$ cat config.mk
export PLATFORM = sky130hd
export DESIGN_NAME = mc_control_ws_flat
export DESIGN_NICKNAME = d
export VERILOG_FILES = /design/src/rtl/mc_ctrl_pkg.sv /design/src/rtl/mc_control_ws_if.sv /design/src/rtl/mc_wait_timer.sv /design/src/rtl/mc_control_ws.sv /design/src/flat_wrapper.sv
export SDC_FILE = /design/constraint.sdc
export NUM_CORES = 1
export LEC_CHECK = 0
export CORE_MARGIN = 2
export CORE_UTILIZATION = 51
export DETAILED_ROUTE_END_ITERATION = 12
export PLACE_DENSITY = 0.83
export SYNTH_ARGS = -nofsm -noshare
export SYNTH_HDL_FRONTEND = slang
export SYNTH_HIERARCHICAL = 1
export SYNTH_SLANG_ARGS = --single-unit
$ cat constraint.sdc
create_clock -name CLK -period 6.02 [get_ports CLK]
set_clock_uncertainty 0.1 [all_clocks]
set_input_delay 0.903 -clock CLK [delete_from_list [all_inputs] [get_ports CLK]]
set_output_delay 0.903 -clock CLK [all_outputs]
set_load 0.05 [all_outputs]
$ cat src/rtl/mc_ctrl_pkg.sv
// Shared definitions for the multi-cycle controller: state encoding,
// opcode and funct constants, trap cause codes and fixed ALU opcodes.
package mc_ctrl_pkg;

  typedef enum logic [3:0] {
    S_FETCH     = 4'd0,
    S_DECODE    = 4'd1,
    S_RTYPE     = 4'd2,
    S_RITYPE    = 4'd3,
    S_RTYPE_END = 4'd4,
    S_LW1       = 4'd5,
    S_LW2       = 4'd6,
    S_SW        = 4'd7,
    S_JALR      = 4'd8,
    S_BRANCH    = 4'd9,
    S_BRANCH2   = 4'd10,
    S_JAL       = 4'd11,
    S_TRAP      = 4'd12
  } state_t;

  typedef enum logic [1:0] {
    TC_NONE      = 2'd0,
    TC_ILLEGAL   = 2'd1,
    TC_TIMEOUT   = 2'd2,
    TC_BAD_STATE = 2'd3
  } trap_cause_t;

  localparam logic [2:0] OP_RTYPE  = 3'b000;
  localparam logic [2:0] OP_IMM    = 3'b001;
  localparam logic [2:0] OP_RITYPE = 3'b010;
  localparam logic [2:0] OP_NOP    = 3'b011;
  localparam logic [2:0] OP_JAL    = 3'b100;

  localparam logic [3:0] FN_LW   = 4'b1001;
  localparam logic [3:0] FN_SW   = 4'b1010;
  localparam logic [3:0] FN_JALR = 4'b1011;

  // Largest funct value passed straight through as an ALU opcode.
  localparam logic [3:0] FN_ALU_MAX = 4'd8;

  localparam logic [3:0] ALU_LINK   = 4'b0111;
  localparam logic [3:0] ALU_BRCMP  = 4'b1001;
  localparam logic [3:0] ALU_BRTGT  = 4'b0001;

endpackage

$ cat src/rtl/mc_control_ws_if.sv
// Controller bus: instruction fields and memory/trap handshakes in, datapath
// control strobes and status out.
//   master : the controller (drives control outputs)
//   slave  : the datapath/bench side (drives opcode, funct, handshakes)
interface mc_control_ws_if #(
  parameter int FUNCT_W = 4,
  parameter int ALUOP_W = 4,
  parameter int CNT_W   = 16
);
  logic [2:0]         opcode;
  logic [FUNCT_W-1:0] funct;
  logic               mem_ready;
  logic               trap_ack;

  logic               branch;
  logic               IoD;
  logic               IRWrite;
  logic               Mem2Reg;
  logic               MemR;
  logic               MemW;
  logic               PCSrc;
  logic               PCWrite;
  logic               RegWrite;
  logic               retire;
  logic               trap;
  logic [1:0]         ALUSrcA;
  logic [1:0]         ALUSrcB;
  logic [1:0]         branchType;
  logic [ALUOP_W-1:0] ALUOp;
  logic [3:0]         state;
  logic [1:0]         trap_cause;
  logic [CNT_W-1:0]   instr_count;

  modport master (
    input  opcode, funct, mem_ready, trap_ack,
    output branch, IoD, IRWrite, Mem2Reg, MemR, MemW, PCSrc, PCWrite,
           RegWrite, retire, trap, ALUSrcA, ALUSrcB, branchType, ALUOp,
           state, trap_cause, instr_count
  );

  modport slave (
    output opcode, funct, mem_ready, trap_ack,
    input  branch, IoD, IRWrite, Mem2Reg, MemR, MemW, PCSrc, PCWrite,
           RegWrite, retire, trap, ALUSrcA, ALUSrcB, branchType, ALUOp,
           state, trap_cause, instr_count
  );
endinterface

$ cat src/rtl/mc_wait_timer.sv
// Memory wait timer. Counts cycles spent waiting on mem_ready and flags when
// the count has reached TIMEOUT.
//   CLK, Reset : clock, asynchronous active-high reset
//   count_en   : controller is in a memory-wait state with mem_ready low
//   clear      : controller is changing state this cycle (has priority)
//   timeout    : count equals TIMEOUT
module mc_wait_timer #(
  parameter int TIMEOUT = 15
) (
  input  logic CLK,
  input  logic Reset,
  input  logic count_en,
  input  logic clear,
  output logic timeout
);
  logic [3:0] cnt_q;

  always_ff @(posedge CLK or posedge Reset) begin
    if (Reset)         cnt_q <= '0;
    else if (clear)    cnt_q <= '0;
    else if (count_en) cnt_q <= cnt_q + 4'd1;
  end

  assign timeout = (cnt_q == 4'(TIMEOUT));
endmodule

$ cat src/rtl/mc_control_ws.sv
// Multi-cycle processor controller with memory wait-state timeout and traps.
//   CLK, Reset : clock, asynchronous active-high reset
//   bus        : master side of mc_control_ws_if (instruction fields,
//                mem_ready/trap_ack in; control strobes, state, trap_cause,
//                instr_count out)
// Control outputs are decoded from the state register; IRWrite/PCWrite in
// FETCH and retire in SW/DECODE also depend on the current inputs.
module mc_control_ws
  import mc_ctrl_pkg::*;
#(
  parameter int FUNCT_W = 4,
  parameter int ALUOP_W = 4,
  parameter int TIMEOUT = 15,
  parameter int CNT_W   = 16
) (
  input  logic              CLK,
  input  logic              Reset,
  mc_control_ws_if.master   bus
);

  function automatic logic [ALUOP_W-1:0] alu_from_funct(input logic [FUNCT_W-1:0] f);
    if (f <= FUNCT_W'(FN_ALU_MAX)) return ALUOP_W'(f);
    return '1;
  endfunction

  state_t           state_q, state_d;
  trap_cause_t      cause_q, cause_d;
  logic [CNT_W-1:0] count_q;
  logic             timeout, wait_en, state_chg;

  logic br, iod, ir_wr, mem2reg, mem_rd, mem_wr, pc_src, pc_wr, reg_wr, retire, trap;
  logic [1:0]         src_a, src_b, br_type;
  logic [ALUOP_W-1:0] alu_op;

  assign wait_en   = (state_q inside {S_FETCH, S_LW1, S_SW}) && !bus.mem_ready;
  assign state_chg = (state_d != state_q);

  mc_wait_timer #(.TIMEOUT(TIMEOUT)) u_timer (
    .CLK      (CLK),
    .Reset    (Reset),
    .count_en (wait_en),
    .clear    (state_chg),
    .timeout  (timeout)
  );

  always_comb begin
    state_d = state_q;
    cause_d = TC_NONE;
    br = 1'b0; iod = 1'b0; ir_wr = 1'b0; mem2reg = 1'b0; mem_rd = 1'b0;
    mem_wr = 1'b0; pc_src = 1'b0; pc_wr = 1'b0; reg_wr = 1'b0;
    retire = 1'b0; trap = 1'b0;
    src_a = 2'd0; src_b = 2'd0; br_type = 2'd0;
    alu_op = '1;

    case (state_q)
      S_FETCH: begin
        mem_rd = 1'b1;
        alu_op = '0;
        src_b  = 2'd1;
        // Completion beats timeout when both happen in the same cycle.
        if (bus.mem_ready) begin
          ir_wr   = 1'b1;
          pc_wr   = 1'b1;
          state_d = S_DECODE;
        end else if (timeout) begin
          state_d = S_TRAP;
          cause_d = TC_TIMEOUT;
        end
      end
      S_DECODE: begin
        case (bus.opcode)
          OP_RTYPE: state_d = S_RTYPE;
          OP_IMM: begin
            if (bus.funct == FUNCT_W'(FN_JALR)) state_d = S_JALR;
            else if (bus.funct[3:2] == 2'b11)   state_d = S_BRANCH;
            else                                state_d = S_RITYPE;
          end
          OP_RITYPE: state_d = S_RITYPE;
          OP_NOP: begin
            retire  = 1'b1;
            state_d = S_FETCH;
          end
          OP_JAL: state_d = S_JAL;
          default: begin
            state_d = S_TRAP;
            cause_d = TC_ILLEGAL;
          end
        endcase
      end
      S_RTYPE: begin
        alu_op  = alu_from_funct(bus.funct);
        src_a   = 2'd2;
        src_b   = 2'd0;
        state_d = S_RTYPE_END;
      end
      S_RITYPE: begin
        alu_op = alu_from_funct(bus.funct);
        src_a  = 2'd2;
        src_b  = 2'd2;
        if (bus.funct == FUNCT_W'(FN_LW))      state_d = S_LW1;
        else if (bus.funct == FUNCT_W'(FN_SW)) state_d = S_SW;
        else                                   state_d = S_RTYPE_END;
      end
      S_RTYPE_END: begin
        reg_wr  = 1'b1;
        retire  = 1'b1;
        state_d = S_FETCH;
      end
      S_LW1: begin
        iod    = 1'b1;
        mem_rd = 1'b1;
        if (bus.mem_ready) state_d = S_LW2;
        else if (timeout) begin
          state_d = S_TRAP;
          cause_d = TC_TIMEOUT;
        end
      end
      S_LW2: begin
        mem2reg = 1'b1;
        reg_wr  = 1'b1;
        retire  = 1'b1;
        state_d = S_FETCH;
      end
      S_SW: begin
        iod    = 1'b1;
        mem_wr = 1'b1;
        if (bus.mem_ready) begin
          retire  = 1'b1;
          state_d = S_FETCH;
        end else if (timeout) begin
          state_d = S_TRAP;
          cause_d = TC_TIMEOUT;
        end
      end
      S_JALR: begin
        alu_op  = ALUOP_W'(ALU_LINK);
        src_a   = 2'd3;
        src_b   = 2'd1;
        reg_wr  = 1'b1;
        retire  = 1'b1;
        state_d = S_FETCH;
      end
      S_JAL: begin
        alu_op  = ALUOP_W'(ALU_LINK);
        src_a   = 2'd3;
        src_b   = 2'd1;
        pc_wr   = 1'b1;
        retire  = 1'b1;
        state_d = S_FETCH;
      end
      S_BRANCH: begin
        alu_op  = ALUOP_W'(ALU_BRCMP);
        src_b   = 2'd2;
        br      = 1'b1;
        br_type = bus.funct[1:0];
        state_d = S_BRANCH2;
      end
      S_BRANCH2: begin
        alu_op  = ALUOP_W'(ALU_BRTGT);
        src_a   = 2'd2;
        br      = 1'b1;
        br_type = bus.funct[1:0];
        pc_src  = 1'b1;
        pc_wr   = 1'b1;
        retire  = 1'b1;
        state_d = S_FETCH;
      end
      S_TRAP: begin
        trap = 1'b1;
        if (bus.trap_ack) state_d = S_FETCH;
      end
      default: begin
        // Corrupted state register: park in TRAP.
        state_d = S_TRAP;
        cause_d = TC_BAD_STATE;
      end
    endcase

    // Reset masks the FETCH decode so the datapath sees an idle controller.
    if (Reset) begin
      br = 1'b0; iod = 1'b0; ir_wr = 1'b0; mem2reg = 1'b0; mem_rd = 1'b0;
      mem_wr = 1'b0; pc_src = 1'b0; pc_wr = 1'b0; reg_wr = 1'b0;
      retire = 1'b0; trap = 1'b0;
      src_a = 2'd0; src_b = 2'd0; br_type = 2'd0;
      alu_op = '1;
    end
  end

  always_ff @(posedge CLK or posedge Reset) begin
    if (Reset) begin
      state_q <= S_FETCH;
      cause_q <= TC_NONE;
      count_q <= '0;
    end else begin
      state_q <= state_d;
      // Cause is captured on trap entry and held afterwards.
      if (state_d == S_TRAP && state_q != S_TRAP) cause_q <= cause_d;
      if (retire) count_q <= count_q + CNT_W'(1);
    end
  end

  assign bus.branch      = br;
  assign bus.IoD         = iod;
  assign bus.IRWrite     = ir_wr;
  assign bus.Mem2Reg     = mem2reg;
  assign bus.MemR        = mem_rd;
  assign bus.MemW        = mem_wr;
  assign bus.PCSrc       = pc_src;
  assign bus.PCWrite     = pc_wr;
  assign bus.RegWrite    = reg_wr;
  assign bus.retire      = retire;
  assign bus.trap        = trap;
  assign bus.ALUSrcA     = src_a;
  assign bus.ALUSrcB     = src_b;
  assign bus.branchType  = br_type;
  assign bus.ALUOp       = alu_op;
  assign bus.state       = state_q;
  assign bus.trap_cause  = cause_q;
  assign bus.instr_count = count_q;

endmodule

$ cat src/flat_wrapper.sv
// flat-port wrapper written by rule: the top's interface ports become plain ports
module mc_control_ws_flat import mc_ctrl_pkg::*;
#(
  parameter int FUNCT_W = 4,
  parameter int ALUOP_W = 4,
  parameter int TIMEOUT = 15,
  parameter int CNT_W   = 16
)
  (CLK, Reset, bus_opcode, bus_funct, bus_mem_ready, bus_trap_ack, bus_branch, bus_IoD, bus_IRWrite, bus_Mem2Reg, bus_MemR, bus_MemW, bus_PCSrc, bus_PCWrite, bus_RegWrite, bus_retire, bus_trap, bus_ALUSrcA, bus_ALUSrcB, bus_branchType, bus_ALUOp, bus_state, bus_trap_cause, bus_instr_count);
  mc_control_ws_if #(.FUNCT_W(FUNCT_W), .ALUOP_W(ALUOP_W), .CNT_W(CNT_W)) bus_i ();
  input  logic CLK;
  input  logic Reset;
  input wire logic [$bits(bus_i.opcode)-1:0] bus_opcode;
  input wire logic [$bits(bus_i.funct)-1:0] bus_funct;
  input wire logic [$bits(bus_i.mem_ready)-1:0] bus_mem_ready;
  input wire logic [$bits(bus_i.trap_ack)-1:0] bus_trap_ack;
  output wire logic [$bits(bus_i.branch)-1:0] bus_branch;
  output wire logic [$bits(bus_i.IoD)-1:0] bus_IoD;
  output wire logic [$bits(bus_i.IRWrite)-1:0] bus_IRWrite;
  output wire logic [$bits(bus_i.Mem2Reg)-1:0] bus_Mem2Reg;
  output wire logic [$bits(bus_i.MemR)-1:0] bus_MemR;
  output wire logic [$bits(bus_i.MemW)-1:0] bus_MemW;
  output wire logic [$bits(bus_i.PCSrc)-1:0] bus_PCSrc;
  output wire logic [$bits(bus_i.PCWrite)-1:0] bus_PCWrite;
  output wire logic [$bits(bus_i.RegWrite)-1:0] bus_RegWrite;
  output wire logic [$bits(bus_i.retire)-1:0] bus_retire;
  output wire logic [$bits(bus_i.trap)-1:0] bus_trap;
  output wire logic [$bits(bus_i.ALUSrcA)-1:0] bus_ALUSrcA;
  output wire logic [$bits(bus_i.ALUSrcB)-1:0] bus_ALUSrcB;
  output wire logic [$bits(bus_i.branchType)-1:0] bus_branchType;
  output wire logic [$bits(bus_i.ALUOp)-1:0] bus_ALUOp;
  output wire logic [$bits(bus_i.state)-1:0] bus_state;
  output wire logic [$bits(bus_i.trap_cause)-1:0] bus_trap_cause;
  output wire logic [$bits(bus_i.instr_count)-1:0] bus_instr_count;
  assign bus_i.opcode = bus_opcode;
  assign bus_i.funct = bus_funct;
  assign bus_i.mem_ready = bus_mem_ready;
  assign bus_i.trap_ack = bus_trap_ack;
  assign bus_branch = bus_i.branch;
  assign bus_IoD = bus_i.IoD;
  assign bus_IRWrite = bus_i.IRWrite;
  assign bus_Mem2Reg = bus_i.Mem2Reg;
  assign bus_MemR = bus_i.MemR;
  assign bus_MemW = bus_i.MemW;
  assign bus_PCSrc = bus_i.PCSrc;
  assign bus_PCWrite = bus_i.PCWrite;
  assign bus_RegWrite = bus_i.RegWrite;
  assign bus_retire = bus_i.retire;
  assign bus_trap = bus_i.trap;
  assign bus_ALUSrcA = bus_i.ALUSrcA;
  assign bus_ALUSrcB = bus_i.ALUSrcB;
  assign bus_branchType = bus_i.branchType;
  assign bus_ALUOp = bus_i.ALUOp;
  assign bus_state = bus_i.state;
  assign bus_trap_cause = bus_i.trap_cause;
  assign bus_instr_count = bus_i.instr_count;
  mc_control_ws #(.FUNCT_W(FUNCT_W), .ALUOP_W(ALUOP_W), .TIMEOUT(TIMEOUT), .CNT_W(CNT_W)) u_core (.CLK(CLK), .Reset(Reset), .bus(bus_i));
endmodule
# After elaboration in Yosys (flattened, before gate mapping)
# Cells that the tools add are included.
[word_totals]
elab_cells = 106
ff_bits = 26
out_inout_bits = 43
inputBits = 11
[classes]
addsub = 2
n_mux = 55
order_cmp = 1
n_eq_ne = 24
reduce_logical = 20
[op_table]
columns = ["operator", "n"]
rows = [
  ["$mux 4", 14],
  ["$eq 4x4->1 const B", 10],
  ["$pmux 4 s9", 1],
  ["$mux 1", 26],
  ["$pmux 4 s6", 1],
  ["$pmux 4 s5", 1],
  ["$add 16x1->16 const B", 1],
  ["$eq 4x3->1 const B", 4],
  ["$mux 2", 7],
  ["$reduce_or 2->1", 6],
  ["$reduce_or 3->1", 4],
  ["$reduce_or 5->1", 2],
  ["$reduce_or 9->1", 1],
  ["$eq 4x2->1 const B", 2],
  ["$pmux 2 s2", 2],
  ["$eq 3x2->1 const B", 2],
  ["$pmux 2 s3", 1],
  ["$add 4x1->4 const B", 1],
  ["$eq 4x1->1 const B", 1],
  ["$le 4x4->1 const B", 1],
  ["$logic_not 4->1", 1],
  ["$ne 4x4->1", 1],
  ["$ne 4x4->1 const B", 1],
  ["$eq 3x1->1 const B", 1],
  ["other kinds (9)", 10],
]

# Logic depth before layout (Yosys ltp)
# Gate-level depths: netlist (run 1).
[logic_depth]
word_depth = 7
depth_mapped = 9
depth_no_buf = 9

# Modules after synthesis
# Netlist (run 1), hierarchy kept.
[by_module_without_submodules]
columns = ["mod", "area_per_inst_um2", "seq_area_each_um2", "n_inst", "cells_per_inst"]
rows = [
  ["mc_control_ws", 1632.8, 550.5, 1, 204],
  ["mc_wait_timer", 202.7, 100.1, 1, 18],
]

# Worst setup path before layout (run 1)
# No wires, ideal clock.
[synth_path]
path_kind = "reg2out"
startpoint = "reg u_core.state_q[2], in the netlist u_core/bus.state[2]"
endpoint = "out bus_MemR"
required_ns = 5.017
n_path_buf = 2
path_stages_with_launch = 5
setup_slack_ns = 2.151
arrival_ns = 2.866
path_cell_list = "dfrtp_1 -> clkbuf_1 -> clkbuf_1 -> xor2_1 -> nor4_1"
[synth_between]
elab_chain_len = 4
word_cells_on_any_way = 5
classes_between = "eq/ne (1); mux (2); reduce/logical (2)"
[synth_lines]
columns = ["item", "line", "rtl"]
rows = [
  ["from (decl)", "mc_control_ws.sv:26", "state_t state_q, state_d;"],
  ["from (signal assigned)", "mc_control_ws.sv:195", "state_q <= state_d;"],
  ["$eq 4x3->1 / $logic_not 4->1 (equally long branches)", "mc_control_ws.sv:55", "case (state_q)"],
  ["$reduce_or 2->1 (no source line) *", "--", ""],
  ["$mux 1 *", "mc_control_ws.sv:55", ""],
  ["$mux 1 *", "mc_control_ws.sv:180", "if (Reset) begin"],
  ["to (decl)", "flat_wrapper.sv:21", "output wire logic [$bits(bus_i.MemR)-1:0] bus_MemR;"],
]
# Every way passes the cells marked *; elsewhere a longest branch is shown, timed or not.

# Worst setup path in the final report (run 1)
[layout_path]
startpoint = "in Reset"
endpoint = "out bus_branchType[1]"
[layout_between]
elab_chain_len = 1
[layout_lines]
columns = ["item", "line", "rtl"]
rows = [
  ["from (decl)", "flat_wrapper.sv:12", "input logic Reset;"],
  ["$mux 2", "mc_control_ws.sv:180", ""],
  ["to (decl)", "flat_wrapper.sv:30", "output wire logic [$bits(bus_i.branchType)-1:0] bus_branchType;"],
]
# Every way passes these cells.

==> results_dict.tcl, run 1 <==
set metrics [dict create \
    status "completed" \
    gp_congestion 0.879 \
    period_share_pct 69.5 \
    viasPerCell 5.81 \
    fin_crit_ps 4190 \
    die_area_um2 4090 \
    yosys.cell_types.count 45 \
    hpwl_mm 3.30 \
    path_cells "clkdlybuf4s50_1 > nor2_1 > nand2_1 > a21oi_1 > and2_1 > clkdlybuf4s50_1" \
    fillCellCount 270 \
    cts_setup_buffers 0 \
    clkLatencyLatePin_ps 320 \
    post_cts_resized 0 \
    drive_gt1_share_pct 4.89 \
    cap_viol_max_count 0 \
    clock-root-buffer "clkbuf_4" \
    yosys.area_share.simple_pct 31.6 \
    grt_pass1_wl_mm 7.49 \
    overflow 0 \
    drt-pass1-iter-count 4 \
    crit_path_frequent_cell "clkdlybuf4s50_1" \
    synth_compound_area_share_pct 15.6 \
    yosysTopAreaCell "dfrtp_1" \
    initial_core_util_pct 54.2 \
    cts_inserted_buffers 3 \
    ant_nets 0 \
    fin_total_pwr_mw 1.09 \
    syn_area_um2 1840 \
    cpMaxStageDelayCell "clkdlybuf4s50_1" \
    drc 0 \
    cts_tree "built" \
    grt_max_degree 31 \
    p_leak_nw 1.04 \
    gr-usage-all-layers_pct 22.9 \
    ir_drop_mv 0.319 \
    fin_tns_setup_ps 0 \
    synth_xor_area_share_pct 9.07 \
    slew_headroom_pct 40.0 \
    antenna_found_initial 0 \
    cts.reportedPaths.clkPinSlew_ps 130 \
    clock.fmax_mhz 239 \
    multi_input_area_um2 1090 \
    rows 21 \
    cts_hold_buf 0 \
    synth.area.mux_share_pct 1.98 \
    vias 1813 \
    power_switching_share_pct 55.1 \
    p_comb_share_pct 63.6 \
    syn_inst 222 \
    synth-edff-count 0 \
    whs_endpoint "u_core/bus.instr_count[15]" \
    avgSynthCellArea_um2 8.27 \
    cp_max_fo 13 \
    ys_seq_area_share_pct 35.4 \
    p_sw_mw 0.603 \
    first_iter_violations 160 \
    synth_fa_ha_area_share_pct 1.36 \
    synthToLayoutAreaGrowth_pct 30.7 \
    rr_worst_depth 8 \
    synth_nets 235 \
    worstMarginPinSlew_ps 900 \
    hold_class "reg -> reg" \
    ys_seq_elements 26 \
    grt_pass1_vias 1596 \
    p_per_area_nw_per_um2 456 \
    end_kind "primary output" \
    die_width_um 64.0 \
    hold_violations 0 \
    pin_count 54 \
    crit_type "in -> out" \
    core-area_um2 3390 \
    clkPwrFrac_pct 7.9 \
    seq_area_um2 651 \
    clock_path_buffers 2 \
    cp.arrival_ps 3180 \
    hold_path_depth 1 \
    yosys_warnings 6 \
    cts_sinks 26 \
    p_seq_share_pct 28.5 \
    ff2ff_setup_slack_ps 3300 \
    portBuffers 53 \
    p_int_mw 0.491 \
    synth_top_family_by_area "simple AND/OR/NAND/NOR gates" \
    setup_violations 0 \
    nets 280 \
    wirelength_mm 4.50 \
    post-synth-top-count-cell "nand2_1" \
    r2r_end "u_core/u_timer/cnt_q[3]" \
    reg2reg_from "u_core/bus.state[1]" \
    slowest_delay_ps 790 \
    die_y_um 64.0 \
    crit_required_ps 5020 \
    diodes 0 \
    cp-start-kind "input port" \
    synth_top_cell_area_share_pct 35.4 \
    worstHoldStart "u_core/bus.instr_count[15]" \
    wire_per_inst_um 14.4 \
    cts.htree.levels 1 \
    rsz0062_at_grt "no" \
    drv_slew 0 \
    synthTopCellsByArea "dfrtp_1, xor2_1, nand2_1" \
    synth_common_cells "nand2_1, dfrtp_1, nor2_1" \
    ys.flop_type "dfrtp_1" \
    async_flop_share_pct 100 \
]
==> flip-flops by register name, summed over array words and instances, names as in the netlist <==
signal and flops:
u_core/bus.instr_count 16, u_core/bus.state 4, u_core/bus.trap_cause 2, u_core/u_timer/cnt_q 4
==> through the flow <==
step	instances	setup WS [ps]	utilization, %	instance area, µm²	hold WS, ps
finish	312	1830	70.8	2400	380
global route	312	1670	70.8	2400	415
floorplan	222	2150	-	1840	413
detailed placement	308	1840	69.7	2360	365
CTS	312	1850	70.8	2400	384
global placement	308	1870	69.7	2360	363
==> worst max-delay path, delay by kind of cell <==
kind | cells | cell delay (ps)
simple gates | 3 | 600
buf+inv | 2 | 1440
compound gates | 1 | 240
==> layout by cell type (no fill, tap or decap), drive strengths merged, types with 3 or more instances in the layout <==
cell type,count
clkdlybuf4s50,53
nand2,27
dfrtp,26
nor2,20
nor3,13
xor2,12
nor2b,10
o21ai,9
a21oi,9
nand4,8
xnor2,7
nor4,7
inv,6
nand3,6
o21a,6
and3,6
o211ai,4
and2,4
clkbuf,4
or2,3
==> worst max-delay path by stage <==
stage          cells after the start           startpoint                 to
2_1_floorplan                      4  u_core/bus.state[2]           bus_MemR
3_3_place_gp                       6                Reset  bus_branchType[1]
3_5_place_dp                       6                Reset  bus_branchType[1]
4_1_cts                            6                Reset  bus_branchType[1]
5_1_grt                            6                Reset  bus_branchType[1]
6_report                           6                Reset  bus_branchType[1]
==> layout make-up <==
cell class	instances	area share, %
clock buffer	4	1.51
timing repair buffer	54	22.4
tap	46	2.40
inverter	6	0.939
sequential	26	27.1
multi-input combinational	176	45.6
==> per-layer routing <==
layer  wire length [µm]  vias to the layer above  share of wire, %  track usage, %
met5                  0                        -                 0               0
met4                 33                        0              0.73            7.34
met3                267                        4               5.9            4.40
met2               2080                       67                46            33.2
met1               2120                      868                47            34.4
li1                   -                      874                 -               -
==> power by group through the flow <==
stage / Combinational [mW] / Sequential, mW / Clock [mW]
after floorplan: 0.457 / 0.352 / 0
after global placement: 0.683 / 0.313 / 0
after detailed placement: 0.688 / 0.314 / 0
after CTS: 0.692 / 0.310 / 0.0875
after global routing: 0.737 / 0.324 / 0.0990
final: 0.696 / 0.312 / 0.0863
==> cell families after synthesis <==
| group | after synthesis |
|---|---|
| XOR/XNOR | 19 |
| adder cells (fa/ha/maj) | 2 |
| multiplexers | 3 |
| AO/OA/AOI/OAI | 42 |
| buffers and inverters | 20 |
| flip-flops | 26 |
| AND/OR/NAND/NOR | 110 |
No activity file was read; power rests on OpenSTA's default activity.
==> run 2, diff against run 1 <==
--- a/config.mk
+++ b/config.mk
@@ -6,9 +6,9 @@
 export NUM_CORES = 1
 export LEC_CHECK = 0
 export CORE_MARGIN = 2
-export CORE_UTILIZATION = 51
+export CORE_UTILIZATION = 43
 export DETAILED_ROUTE_END_ITERATION = 12
-export PLACE_DENSITY = 0.83
+export PLACE_DENSITY = 0.75
 export SYNTH_ARGS = -nofsm -noshare
 export SYNTH_HDL_FRONTEND = slang
 export SYNTH_HIERARCHICAL = 1
==> constraint.sdc (replaced) <==
create_clock -name CLK -period 3.62 [get_ports CLK]
set_clock_uncertainty 0.1 [all_clocks]
set_input_delay 0.543 -clock CLK [delete_from_list [all_inputs] [get_ports CLK]]
set_output_delay 0.543 -clock CLK [all_outputs]
set_load 0.05 [all_outputs]
==> run 2 against run 1 <==
Against the previous run:
- critical path depth down 1
- global-route usage down 3.0 points
- first-iteration DRC count decreased by 18%
- clock-buffer cell count unchanged
- cell count rose by 3.5%
- routed wire length is 2.0% higher
- utilization is 9.7 points lower
- via count fell by 2.5%
- sequential share of layout area decreased by 0.86 points
- sequential power up 42%
- die area rose by 17%
- setup slack worse by 1400 ps
- critical path type is now reg -> out
- largest cell class unchanged
==> results_dict.tcl, run 2 (same netlist as run 1, synthesis figures left out) <==
set metrics [dict create \
    status "completed" \
    diodes 0 \
    fin_crit_ps 3170 \
    overflow 0 \
    cts_setup_buffers 0 \
    p_per_area_nw_per_um2 765 \
    slew_headroom_pct 60.1 \
    clock_path_buffers 2 \
    ant_nets 0 \
    core-area_um2 4060 \
    cp-start-kind "flip-flop" \
    hold_class "reg -> reg" \
    drv_slew 0 \
    fin_tns_setup_ps 0 \
    gp_congestion 0.861 \
    cts.reportedPaths.clkPinSlew_ps 90 \
    post_cts_resized 0 \
    cts_tree "built" \
    nets 287 \
    drive_gt1_share_pct 8.79 \
    end_kind "primary output" \
    cap_viol_max_count 0 \
    drc 0 \
    grt_max_degree 23 \
    gr-usage-all-layers_pct 19.9 \
    cpMaxStageDelayCell "clkdlybuf4s50_1" \
    cts_sinks 26 \
    clock.fmax_mhz 315 \
    cts.htree.levels 1 \
    first_iter_violations 132 \
    die_area_um2 4810 \
    portBuffers 53 \
    die_y_um 69.3 \
    setup_violations 0 \
    ir_drop_mv 0.560 \
    drt-pass1-iter-count 4 \
    cp.buffers_inverters 2 \
    slowest_delay_ps 740 \
    cp_max_fo 9 \
    p_leak_nw 1.09 \
    die_width_um 69.3 \
    cts_hold_buf 0 \
    grt_pass1_vias 1640 \
    final_common_cell "clkdlybuf4s50_1" \
    critPathTopFamily "buffers and inverters" \
    hold_violations 0 \
    crit_required_ps 2980 \
    cts_inserted_buffers 3 \
    rsz0062_at_grt "no" \
    initial_core_util_pct 45.2 \
    path_cells "inv_1 > and3_1 > a2111oi_0 > o21ai_0 > clkdlybuf4s50_1" \
    rows 23 \
    period_share_pct 87.7 \
    hpwl_mm 3.49 \
    wire_per_inst_um 14.2 \
    place_ws_ps 532 \
    crit_type "reg -> out" \
    grt_pass1_wl_mm 7.94 \
    cp.arrival_ps 2530 \
    clkLatencyLatePin_ps 270 \
    vias 1768 \
    setup_slack_ps 445 \
    pin_count 54 \
    antenna_found_initial 0 \
    synthToLayoutAreaGrowth_pct 35.0 \
    largest_reg_flops 16 \
    worstMarginPinSlew_ps 599 \
    clock-root-buffer "clkbuf_8" \
    mostFrequentLayoutCells "clkdlybuf4s50_1, nand2_1, dfrtp_1" \
    viasPerCell 5.47 \
    wirelength_mm 4.59 \
]
==> run 2: cell types whose count changed in the layout (fill, tap and decap cells not counted), sizes merged <==
cell	delta
buf	+11
clkdlybuf4s50	-4
==> run 2: path summary, 6_finish.rpt <==
kind,from,cells after the start,slack (ps),to
setup / recovery,u_core/bus.state[1],5,450,bus_ALUOp[2]
hold / removal,u_core/bus.instr_count[15],1,370,u_core/bus.instr_count[15]
setup reg to reg,u_core/bus.state[2],8,1090,u_core/u_timer/cnt_q[3]
hold reg to reg,u_core/bus.instr_count[15],1,370,u_core/bus.instr_count[15]
max in group asynchronous,Reset,4,2420,u_core/bus.instr_count[11]
min in group asynchronous,Reset,3,590,u_core/u_timer/cnt_q[1]
==> run 2: layer usage <==
metal  vias to the layer above  GRT usage [%]  share of wire [%]
met2                        36           31.0                 46
met1                       835           28.9                 49
met3                         6           4.22                4.0
met5                         -              0                  0
met4                         0           3.70               0.89
li1                        891              -                  -
==> run 2: layout make-up <==
cell class	count	area, µm²
clock buffers	4	55.1
well taps	50	62.6
inverters	6	22.5
flip-flops and latches	26	651
multi-input cells	176	1090
fillers	354	1580
repair buffers	61	593
==> run 2: where the power goes <==
group | internal, mW | switching (mW) | total, mW
clock | 0.0973 | 0.0886 | 0.186
combinational | 0.447 | 0.819 | 1.27
sequential | 0.346 | 0.0965 | 0.443
total | 0.891 | 1.00 | 1.89
==> run 2: stage by stage <==
| stage | utilization [%] | hold slack, ps | cells | instance area [µm²] | power, mW |
|---|---|---|---|---|---|
| floorplan | - | 209 | 222 | 1840 | 1.35 |
| global placement | 59.7 | 357 | 319 | 2420 | 1.71 |
| detailed placement | 59.7 | 356 | 319 | 2420 | 1.71 |
| CTS | 61.1 | 372 | 323 | 2480 | 1.90 |
| global route | 61.1 | 406 | 323 | 2480 | 2.03 |
| finish | 61.1 | 369 | 323 | 2480 | 1.89 |
==> run 3, diff against run 2 <==
--- a/config.mk
+++ b/config.mk
@@ -5,7 +5,6 @@
 export SDC_FILE = /design/constraint.sdc
 export NUM_CORES = 1
 export LEC_CHECK = 0
-export CORE_MARGIN = 2
 export CORE_UTILIZATION = 43
 export DETAILED_ROUTE_END_ITERATION = 12
 export PLACE_DENSITY = 0.75
==> run 3 against run 2 <==
Against the previous run:
- critical path depth unchanged
- total power up 3.5%
- non-clock buffer count down 2
- first-iteration DRC count down 23%
- hold slack better by 4.4 ps
- sequential share of layout area about the same
- setup slack worse by 130 ps
- design area about the same
- register-to-register slack worse by 130 ps
- flip-flop and latch count unchanged
- combinational power about the same
- routed wire length up 2.8%
- highest routed layer unchanged
==> results_dict.tcl, run 3 (same netlist as run 1, synthesis figures left out) <==
set metrics [dict create \
    synthToLayoutAreaGrowth_pct 35.0 \
    die_area_um2 4530 \
    clock.fmax_mhz 302 \
    end_kind "primary output" \
    cts_inserted_buffers 3 \
    hpwl_mm 3.52 \
    ff2ff_setup_slack_ps 960 \
    drv_slew 0 \
    cts_sinks 26 \
    r2r_end "u_core/u_timer/cnt_q[3]" \
    core-area_um2 4060 \
    power_switching_share_pct 52.3 \
    first_iter_violations 102 \
    largest_reg_flops 16 \
    whs_ps 373 \
    initial_core_util_pct 45.2 \
    cp_max_fo 13 \
    cts_setup_buffers 0 \
    crit_required_ps 2980 \
    clock_path_buffers 2 \
    place_ws_ps 344 \
    setup_violations 0 \
    crit_type "in -> out" \
    wirelength_mm 4.72 \
    cpMaxStageDelayCell "clkdlybuf4s50_1" \
    p_comb_share_pct 64.5 \
    antenna_found_initial 0 \
    cts.htree.levels 1 \
    rsz0062_at_grt "no" \
    crit_path_frequent_cell "clkdlybuf4s50_1" \
    grt_max_degree 25 \
    slew_headroom_pct 49.0 \
    final_common_cell "clkdlybuf4s50_1" \
    cts.reportedPaths.clkPinSlew_ps 90 \
    reg2reg_from "u_core/bus.state[1]" \
    critPathTopFamily "buffers and inverters" \
    drive_gt1_share_pct 8.12 \
    nets 285 \
    diodes 0 \
    pin_count 54 \
    post_cts_resized 0 \
    portBuffers 53 \
    fin_util_pct 61.1 \
    clkPwrFrac_pct 12.1 \
    status "completed" \
    gr-usage-all-layers_pct 21.4 \
    p_sw_mw 1.03 \
    clkLatencyLatePin_ps 270 \
    drt-pass1-iter-count 4 \
    die_y_um 67.3 \
    clock-root-buffer "clkbuf_8" \
    setup_slack_ps 312 \
    ant_nets 0 \
    p_seq_share_pct 23.3 \
    cp-start-kind "input port" \
    cts_hold_buf 0 \
    p_per_area_nw_per_um2 791 \
    crit_end "bus_branch" \
    cts_tree "built" \
    cap_viol_max_count 0 \
    wire_per_inst_um 14.7 \
    die_width_um 67.3 \
    fin_tns_setup_ps 0 \
    period_share_pct 91.4 \
    vias 1765 \
    hold_violations 0 \
    hold_class "reg -> reg" \
    cp.arrival_ps 2670 \
    overflow 0 \
    p_int_mw 0.935 \
    cp-startpoint "Reset" \
    cp.buffers_inverters 2 \
    grt_pass1_wl_mm 7.42 \
    viasPerCell 5.50 \
    worstMarginPinSlew_ps 766 \
    rows 23 \
    fin_crit_ps 3310 \
    slowest_delay_ps 840 \
    grt_pass1_vias 1563 \
    p_leak_nw 1.09 \
    path_cells "clkdlybuf4s50_1 > nor2_1 > nand2_1 > a21oi_1 > clkdlybuf4s50_1" \
    gp_congestion 0.840 \
    fin_total_pwr_mw 1.96 \
    mostFrequentLayoutCells "clkdlybuf4s50_1, nand2_1, dfrtp_1" \
    rr_worst_depth 9 \
    ir_drop_mv 0.535 \
    cp_num_cells 5 \
    drc 0 \
]
[run 3: per-stage QoR]
stage,cells,cell area (µm²)
final,321,2480
after global routing,321,2480
after CTS,321,2480
after detailed placement,317,2410
after global placement,317,2410
after floorplan,222,1840
[run 3: power by group through the flow]
| stage | Combinational, mW | Clock (mW) | Sequential, mW |
|---|---|---|---|
| global placement | 1.25 | 0 | 0.459 |
| finish | 1.27 | 0.238 | 0.457 |
| CTS | 1.26 | 0.243 | 0.456 |
| floorplan | 0.760 | 0 | 0.586 |
| detailed placement | 1.25 | 0 | 0.462 |
| global route | 1.34 | 0.255 | 0.469 |
[run 3: how the worst min path moves through the flow]
stage                     cells after the start                       start                          to  slack (ps)
after CTS                                     1  u_core/bus.instr_count[15]  u_core/bus.instr_count[15]         370
after global routing                          1  u_core/bus.instr_count[15]  u_core/bus.instr_count[15]         380
after floorplan                               1                       Reset     u_core/u_timer/cnt_q[0]         210
final                                         1  u_core/bus.instr_count[15]  u_core/bus.instr_count[15]         370
after detailed placement                      1  u_core/bus.instr_count[15]  u_core/bus.instr_count[15]         360
after global placement                        1  u_core/bus.instr_count[15]  u_core/bus.instr_count[15]         360
[run 3: cell type report]
class	instances	area, µm²
Clock inverter	1	30.0
Fill cell	361	1580
Inverter	6	22.5
Timing Repair Buffer	59	578
Clock buffer	3	41.3
Multi-Input combinational cell	176	1090
Sequential cell	26	651
Tap cell	50	62.6
[run 3: per-layer routing]
metal  global-route usage, %  vias up  routed length (µm)
li1                        -      884                   -
met1                    29.8      837                2220
met2                    33.9       42                2260
met3                    4.56        2                 221
met4                    3.99        0                  22
met5                       0        -                   0
